## src/rtl/shiftreg_deserializer_pkg.sv

```systemverilog
// shiftreg_deserializer_pkg: shared types and sizing helper for the serial-in, parallel-out receiver.
package shiftreg_pkg;
  typedef enum logic {EMPTY, FULL} deser_state_t;
  function automatic int cnt_w(int width);
    return $clog2(width);
  endfunction
endpackage

```

## src/rtl/shiftreg_deserializer_if.sv

```systemverilog
// shiftreg_deserializer_if: serial-side controls plus the parallel valid/ready output of the receiver.
interface shiftreg_deserializer_if #(parameter int WIDTH = 4);
  import shiftreg_pkg::*;
  logic                    sync_clr;
  logic                    shift_en;
  logic                    ser_in;
  logic                    out_ready;
  logic                    ovr_clr;
  logic [WIDTH-1:0]        par_out;
  logic                    out_valid;
  logic                    overrun;
  logic [cnt_w(WIDTH)-1:0] bit_cnt;
  modport master (
    output sync_clr, shift_en, ser_in, out_ready, ovr_clr,
    input  par_out, out_valid, overrun, bit_cnt
  );
  modport slave (
    input  sync_clr, shift_en, ser_in, out_ready, ovr_clr,
    output par_out, out_valid, overrun, bit_cnt
  );
endinterface

```

## src/rtl/shiftreg_deserializer_bit_counter.sv

```systemverilog
// deser_bit_counter: modulo-WIDTH bit counter; wrap pulses on the enabled cycle that holds the last count.
module deser_bit_counter
  import shiftreg_pkg::*;
#(
  parameter int WIDTH = 4
) (
  input  logic                    clk,
  input  logic                    areset_n,
  input  logic                    clr,
  input  logic                    en,
  output logic [cnt_w(WIDTH)-1:0] count,
  output logic                    wrap
);
  localparam int CW = cnt_w(WIDTH);
  localparam logic [CW-1:0] LAST = CW'(WIDTH - 1);
  assign wrap = en && count == LAST;
  always_ff @(posedge clk or negedge areset_n)
    if (!areset_n) count <= '0;
    else if (clr)  count <= '0;
    else if (en)   count <= wrap ? '0 : count + 1'b1;
endmodule

```

## src/rtl/shiftreg_deserializer.sv

```systemverilog
// shiftreg_deserializer: collects WIDTH serial bits into a word and offers it over valid/ready,
// flagging a sticky overrun when a completed word finds the holding register still occupied.
module shiftreg_deserializer
  import shiftreg_pkg::*;
#(
  parameter int WIDTH     = 4,
  parameter bit LSB_FIRST = 1
) (
  input logic                  clk,
  input logic                  areset_n,
  shiftreg_deserializer_if.slave bus
);
  logic [WIDTH-1:0] sr;
  logic [WIDTH-1:0] nxt;
  logic             wrap;
  logic             complete;
  logic             drop;
  logic             load;
  deser_state_t     state;
  deser_bit_counter #(.WIDTH(WIDTH)) u_cnt (
    .clk      (clk),
    .areset_n (areset_n),
    .clr      (bus.sync_clr),
    .en       (bus.shift_en),
    .count    (bus.bit_cnt),
    .wrap     (wrap)
  );
  // nxt already contains this cycle's bit, so a completing word is loaded straight from it
  assign nxt      = LSB_FIRST ? {bus.ser_in, sr[WIDTH-1:1]} : {sr[WIDTH-2:0], bus.ser_in};
  assign complete = wrap && !bus.sync_clr;
  assign drop     = complete && state == FULL && !bus.out_ready;
  assign load     = complete && !drop;
  assign bus.out_valid = state == FULL;
  always_ff @(posedge clk or negedge areset_n)
    if (!areset_n) begin
      sr          <= '0;
      state       <= EMPTY;
      bus.par_out <= '0;
      bus.overrun <= 1'b0;
    end else begin
      sr          <= bus.sync_clr ? '0 : bus.shift_en ? nxt : sr;
      bus.overrun <= drop || (bus.overrun && !bus.ovr_clr);
      if (load) bus.par_out <= nxt;
      state <= load ? FULL : (state == FULL && bus.out_ready) ? EMPTY : state;
    end
endmodule

```

## src/flat_wrapper.sv

```systemverilog
// flat-port wrapper written by rule: the top's interface ports become plain ports
module shiftreg_deserializer_flat import shiftreg_pkg::*;
#(
  parameter int WIDTH     = 4,
  parameter bit LSB_FIRST = 1
)
  (clk, areset_n, bus_sync_clr, bus_shift_en, bus_ser_in, bus_out_ready, bus_ovr_clr, bus_par_out, bus_out_valid, bus_overrun, bus_bit_cnt);
  shiftreg_deserializer_if #(.WIDTH(WIDTH)) bus_i ();
  input logic clk;
  input logic areset_n;
  input wire logic [$bits(bus_i.sync_clr)-1:0] bus_sync_clr;
  input wire logic [$bits(bus_i.shift_en)-1:0] bus_shift_en;
  input wire logic [$bits(bus_i.ser_in)-1:0] bus_ser_in;
  input wire logic [$bits(bus_i.out_ready)-1:0] bus_out_ready;
  input wire logic [$bits(bus_i.ovr_clr)-1:0] bus_ovr_clr;
  output wire logic [$bits(bus_i.par_out)-1:0] bus_par_out;
  output wire logic [$bits(bus_i.out_valid)-1:0] bus_out_valid;
  output wire logic [$bits(bus_i.overrun)-1:0] bus_overrun;
  output wire logic [$bits(bus_i.bit_cnt)-1:0] bus_bit_cnt;
  assign bus_i.sync_clr = bus_sync_clr;
  assign bus_i.shift_en = bus_shift_en;
  assign bus_i.ser_in = bus_ser_in;
  assign bus_i.out_ready = bus_out_ready;
  assign bus_i.ovr_clr = bus_ovr_clr;
  assign bus_par_out = bus_i.par_out;
  assign bus_out_valid = bus_i.out_valid;
  assign bus_overrun = bus_i.overrun;
  assign bus_bit_cnt = bus_i.bit_cnt;
  shiftreg_deserializer #(.WIDTH(WIDTH), .LSB_FIRST(LSB_FIRST)) u_core (.clk(clk), .areset_n(areset_n), .bus(bus_i));
endmodule
```

## config.mk

```make
export PLATFORM = sky130hd
export DESIGN_NAME = shiftreg_deserializer_flat
export DESIGN_NICKNAME = d
export VERILOG_FILES = /design/src/rtl/shiftreg_deserializer_pkg.sv /design/src/rtl/shiftreg_deserializer_if.sv /design/src/rtl/shiftreg_deserializer_bit_counter.sv /design/src/rtl/shiftreg_deserializer.sv /design/src/flat_wrapper.sv
export SDC_FILE = /design/constraint.sdc
export NUM_CORES = 1
export LEC_CHECK = 0
export ABC_AREA = 0
export CAP_MARGIN = 20
export CORE_AREA = 4 4 41 43
export CTS_BUF_LIST = sky130_fd_sc_hd__clkbuf_4 sky130_fd_sc_hd__clkbuf_8 sky130_fd_sc_hd__clkbuf_16
export DETAILED_ROUTE_END_ITERATION = 6
export DIE_AREA = 0 0 45 47
export PLACE_DENSITY = 0.75
export SETUP_SLACK_MARGIN = 0.1
export SLEW_MARGIN = 40
export SYNTH_ARGS = -nofsm -noshare
export SYNTH_HDL_FRONTEND = slang
export SYNTH_SLANG_ARGS = --single-unit
export TNS_END_PERCENT = 30
```

## constraint.sdc

```tcl
create_clock -name clk -period 1.9 [get_ports clk]
set_input_delay 0.38 -clock clk [delete_from_list [all_inputs] [get_ports clk]]
set_output_delay 0.38 -clock clk [all_outputs]
set_load 0.02 [all_outputs]
```

==> metrics.md <==
| Metric | Value |
|---|---|
| Clock Skew | ~0.0028 ns |
| Peak VDD IR | approximately 0.34 mV |
| Maximum clock path buffer count | 2 |
| Slew @ Worst Pin | 0.468 ns |
| Worst path required time | between 1.5 and 2 ns |
| CTS H-tree depth | 1 |
| Pre-CTS setup slack | about 0.24 ns |
| CP max stage cell | clkdlybuf4s50_1 |
| Number of synthesized flops with an enable pin | 0 |
| Slew margin rel. | 68.7% |
| Layout Cells excl Fill | 67 |
| Die Ht | approximately 47 um |
| Top delay family on crit path | buffers and inverters |
| Syn Area/Cell | 14.6 um^2 |
| Leak | ~0.00034 uW |
| RSZ-0062 raised after global routing | false |
| Reg-to-reg startpoint | u_core.u_cnt.count[0] |
| Post-CTS Hold Fix Bufs | 0 |
| Die footprint | 2120 um^2 |
| Post-Place Cell Area | ~640 um^2 |
| Global-route wire length before repair | 1200 um |
| CTS Root Buffer Type | clkbuf_4 |
| Reg2reg setup slack | 0.58 ns |
| Crit-path max cell delay | between 0.6 and 0.7 ns |
| Initial antenna violation count | 0 |
| Hold WC Path Type | input pin to async pin |
| Clk sink count | 11 |
| Total number of vias | roughly 310 |
| Synth top area cells | dfrtp_1 57%, mux2_4 13%, mux2i_1 8.3%, nand3b_4 4.2%, nor2_1 3.9% |
| Crit share post-route | 87.1% |
| Max Fclk | 604 MHz |
| Flops & latches, synth | 11 |
| Stages on worst setup path | 1 |
| Sum of buffers and inverters on the critical path | 1 |
| Std cell rows | 13 |
| Total Routing Usage GR | about 8.4% |
| Post-cts sizing count | 0 |
| Post-Synthesis Cells | 33 |
| Maxcap violations | 0 |
| Top-count cell post-synth | dfrtp_1 |
| Critical path endpoint | bus_bit_cnt[0] |
| WP data arrival | approximately 1.3 ns |
| Psw | 118 uW |
| IO Pins | 15 |
| Port Buffers | 14 |
| Routed length per instance | ~11 um |
| Yosys warns | 0 |
| DRT iter0 DRCs | 0 |
| Nets | 61 |
| Post-route cell area | a little under 700 um^2 |
| Part of the power in registers | between 50% and 60% |
| FF-to-FF path depth | 4 |
| Ys async rst share | 100% |
| Clock period minus worst slack | approximately 1.7 ns |
| Sw Ratio | approximately 23% |
| Worst flop-to-flop path endpoint | u_core.bus.par_out[3] |
| Final core utilization | between 50% and 60% |
| Routability cong. | approximately 0.71 |
| Post-detailed-route count of antenna-violating nets | 0 |
| Leading area contributor after synthesis | dfrtp_1 |
| TritonRoute pass-1 iters | 1 |
| Seq/Total Area, Yosys | 57.3% |
| TNS Setup | 0 ns |
| Yosys top cell area share | a little under three fifths |
| Die width | between 40 and 50 um |
| Vias in the first global route | 294 |
| Grt total ovfl | 0 |
| Setup ws final | 0.245 ns |
| CTS tree | built |
| CTS buffer count | 3 |
| Reg clk slew, reported paths | around 0.070 ns |
| Initial Util | 36.9% |
| Cell internal pwr | around 400 uW |
| Final WL | around 700 um |
| Slew Limit Fails | 0 |
| Clock latency on the worst-skew pair | about 0.26 ns |
| Post-synthesis cell area | 480 um^2 |
| Worst Setup End Kind | primary output |
| Setup Viol. Count Final | 0 |
| Synth cell count leaders | 11 x dfrtp_1, 5 x nor2_1, 4 x mux2_4, 4 x mux2i_1 |
| Post-synth top flop | dfrtp_1 |
| Synth Net Count | 41 |
| P&R area growth vs syn | 40.1% |
| Status | complete, no violations |
| Comb pwr share | 17.3% |
| DP HPWL | between 500 and 600 um |
| Clock share of power | 32.6% |
| Pwr Density | ~760 nW/um^2 |
| Post-CTS setup repair buffer count | 0 |
| Residual DRC count | 0 |
| Critical Path Fanout Max | 3 |
| Share of layout cells above drive strength 1 | between 20% and 30% |
| CP cell instances | clkdlybuf4s50_1 |
| Ant diodes | 0 |
| Crit start category | flop |
| Final count of hold timing violations | 0 |
| Distinct cells, synth | 13 |
| Dpl cells | 63 |
| Largest net degree at the start of global routing | 12 |
| Setup CP Type | flop to primary output |
| CORE AREA | roughly 1300 um^2 |
| Via-to-Cell Ratio | roughly 4.6 |
| Critical Path Start | u_core.u_cnt.count[0] |
==> state kept, by name, summed over array words and instances, names as in the netlist <==
name                  flops
u_core.bus.par_out        4
u_core.u_cnt.count        2
u_core.sr                 3
u_core.bus.out_valid      1
u_core.bus.overrun        1
==> layer usage <==
| layer | wire length, um | track usage, % |
|---|---|---|
| met5 | 0 | 0 |
| met3 | 60 | 2.30 |
| met4 | 5 | 7.02 |
| met1 | 314 | 10.0 |
| met2 | 338 | 12.7 |
==> power by group through the flow <==
stage | logic (uW) | clock network [uW] | registers (uW)
after floorplan | 30.1 | 0 | 275
after global placement | 89.1 | 0 | 262
after detailed placement | 89.8 | 0 | 262
after CTS | 90.2 | 176 | 257
after global routing | 96.1 | 185 | 259
final | 88.7 | 167 | 257
==> placed cells by master, fill, tap and decap left out, drive strengths merged <==
master / instances
clkbuf: 4
nand2: 1
nor2: 5
buf: 2
nand3b: 1
ha: 1
mux2: 4
inv: 1
mux2i: 4
dfrtp: 11
xnor2: 1
nand2b: 1
nor2b: 1
o22ai: 1
clkdlybuf4s50: 14
==> how the worst min path moves through the flow <==
stage / start / end / slack, ns
2_1_floorplan: areset_n / u_core.bus.out_valid / 0.08
3_3_place_gp: u_core.sr[1] / u_core.bus.par_out[0] / 0.50
3_5_place_dp: u_core.bus.par_out[1] / u_core.bus.par_out[1] / 0.51
4_1_cts: areset_n / u_core.sr[2] / 0.45
5_1_grt: areset_n / u_core.sr[2] / 0.46
6_report: areset_n / u_core.sr[2] / 0.44
==> through the flow <==
step	hold WS (ns)	power, uW
2_1_floorplan	0.0844	305
6_report	0.437	513
3_5_place_dp	0.505	351
5_1_grt	0.464	540
3_3_place_gp	0.495	351
4_1_cts	0.446	523
==> area by class of cell <==
cell class	instances	area, um^2
clock buffers	4	30.0
inverters	1	3.75
repair buffers	16	155
flip-flops and latches	11	275
well taps	15	18.8
multi-input cells	20	190
fillers	120	628
==> logic make-up (layout without fill, tap and decap cells) <==
kind of cell | Yosys count | after routing | synth area share, %
AND/OR/NAND/NOR | 9 | 9 | 13.0
adder cells (fa/ha/maj) | 1 | 1 | 2.60
buffers and inverters | 2 | 21 | 3.12
flip-flops | 11 | 11 | 57.3
XOR/XNOR | 1 | 1 | 1.82
AO/OA/AOI/OAI | 1 | 1 | 1.30
multiplexers | 8 | 8 | 20.8
Power figures use the tool's default switching activity.
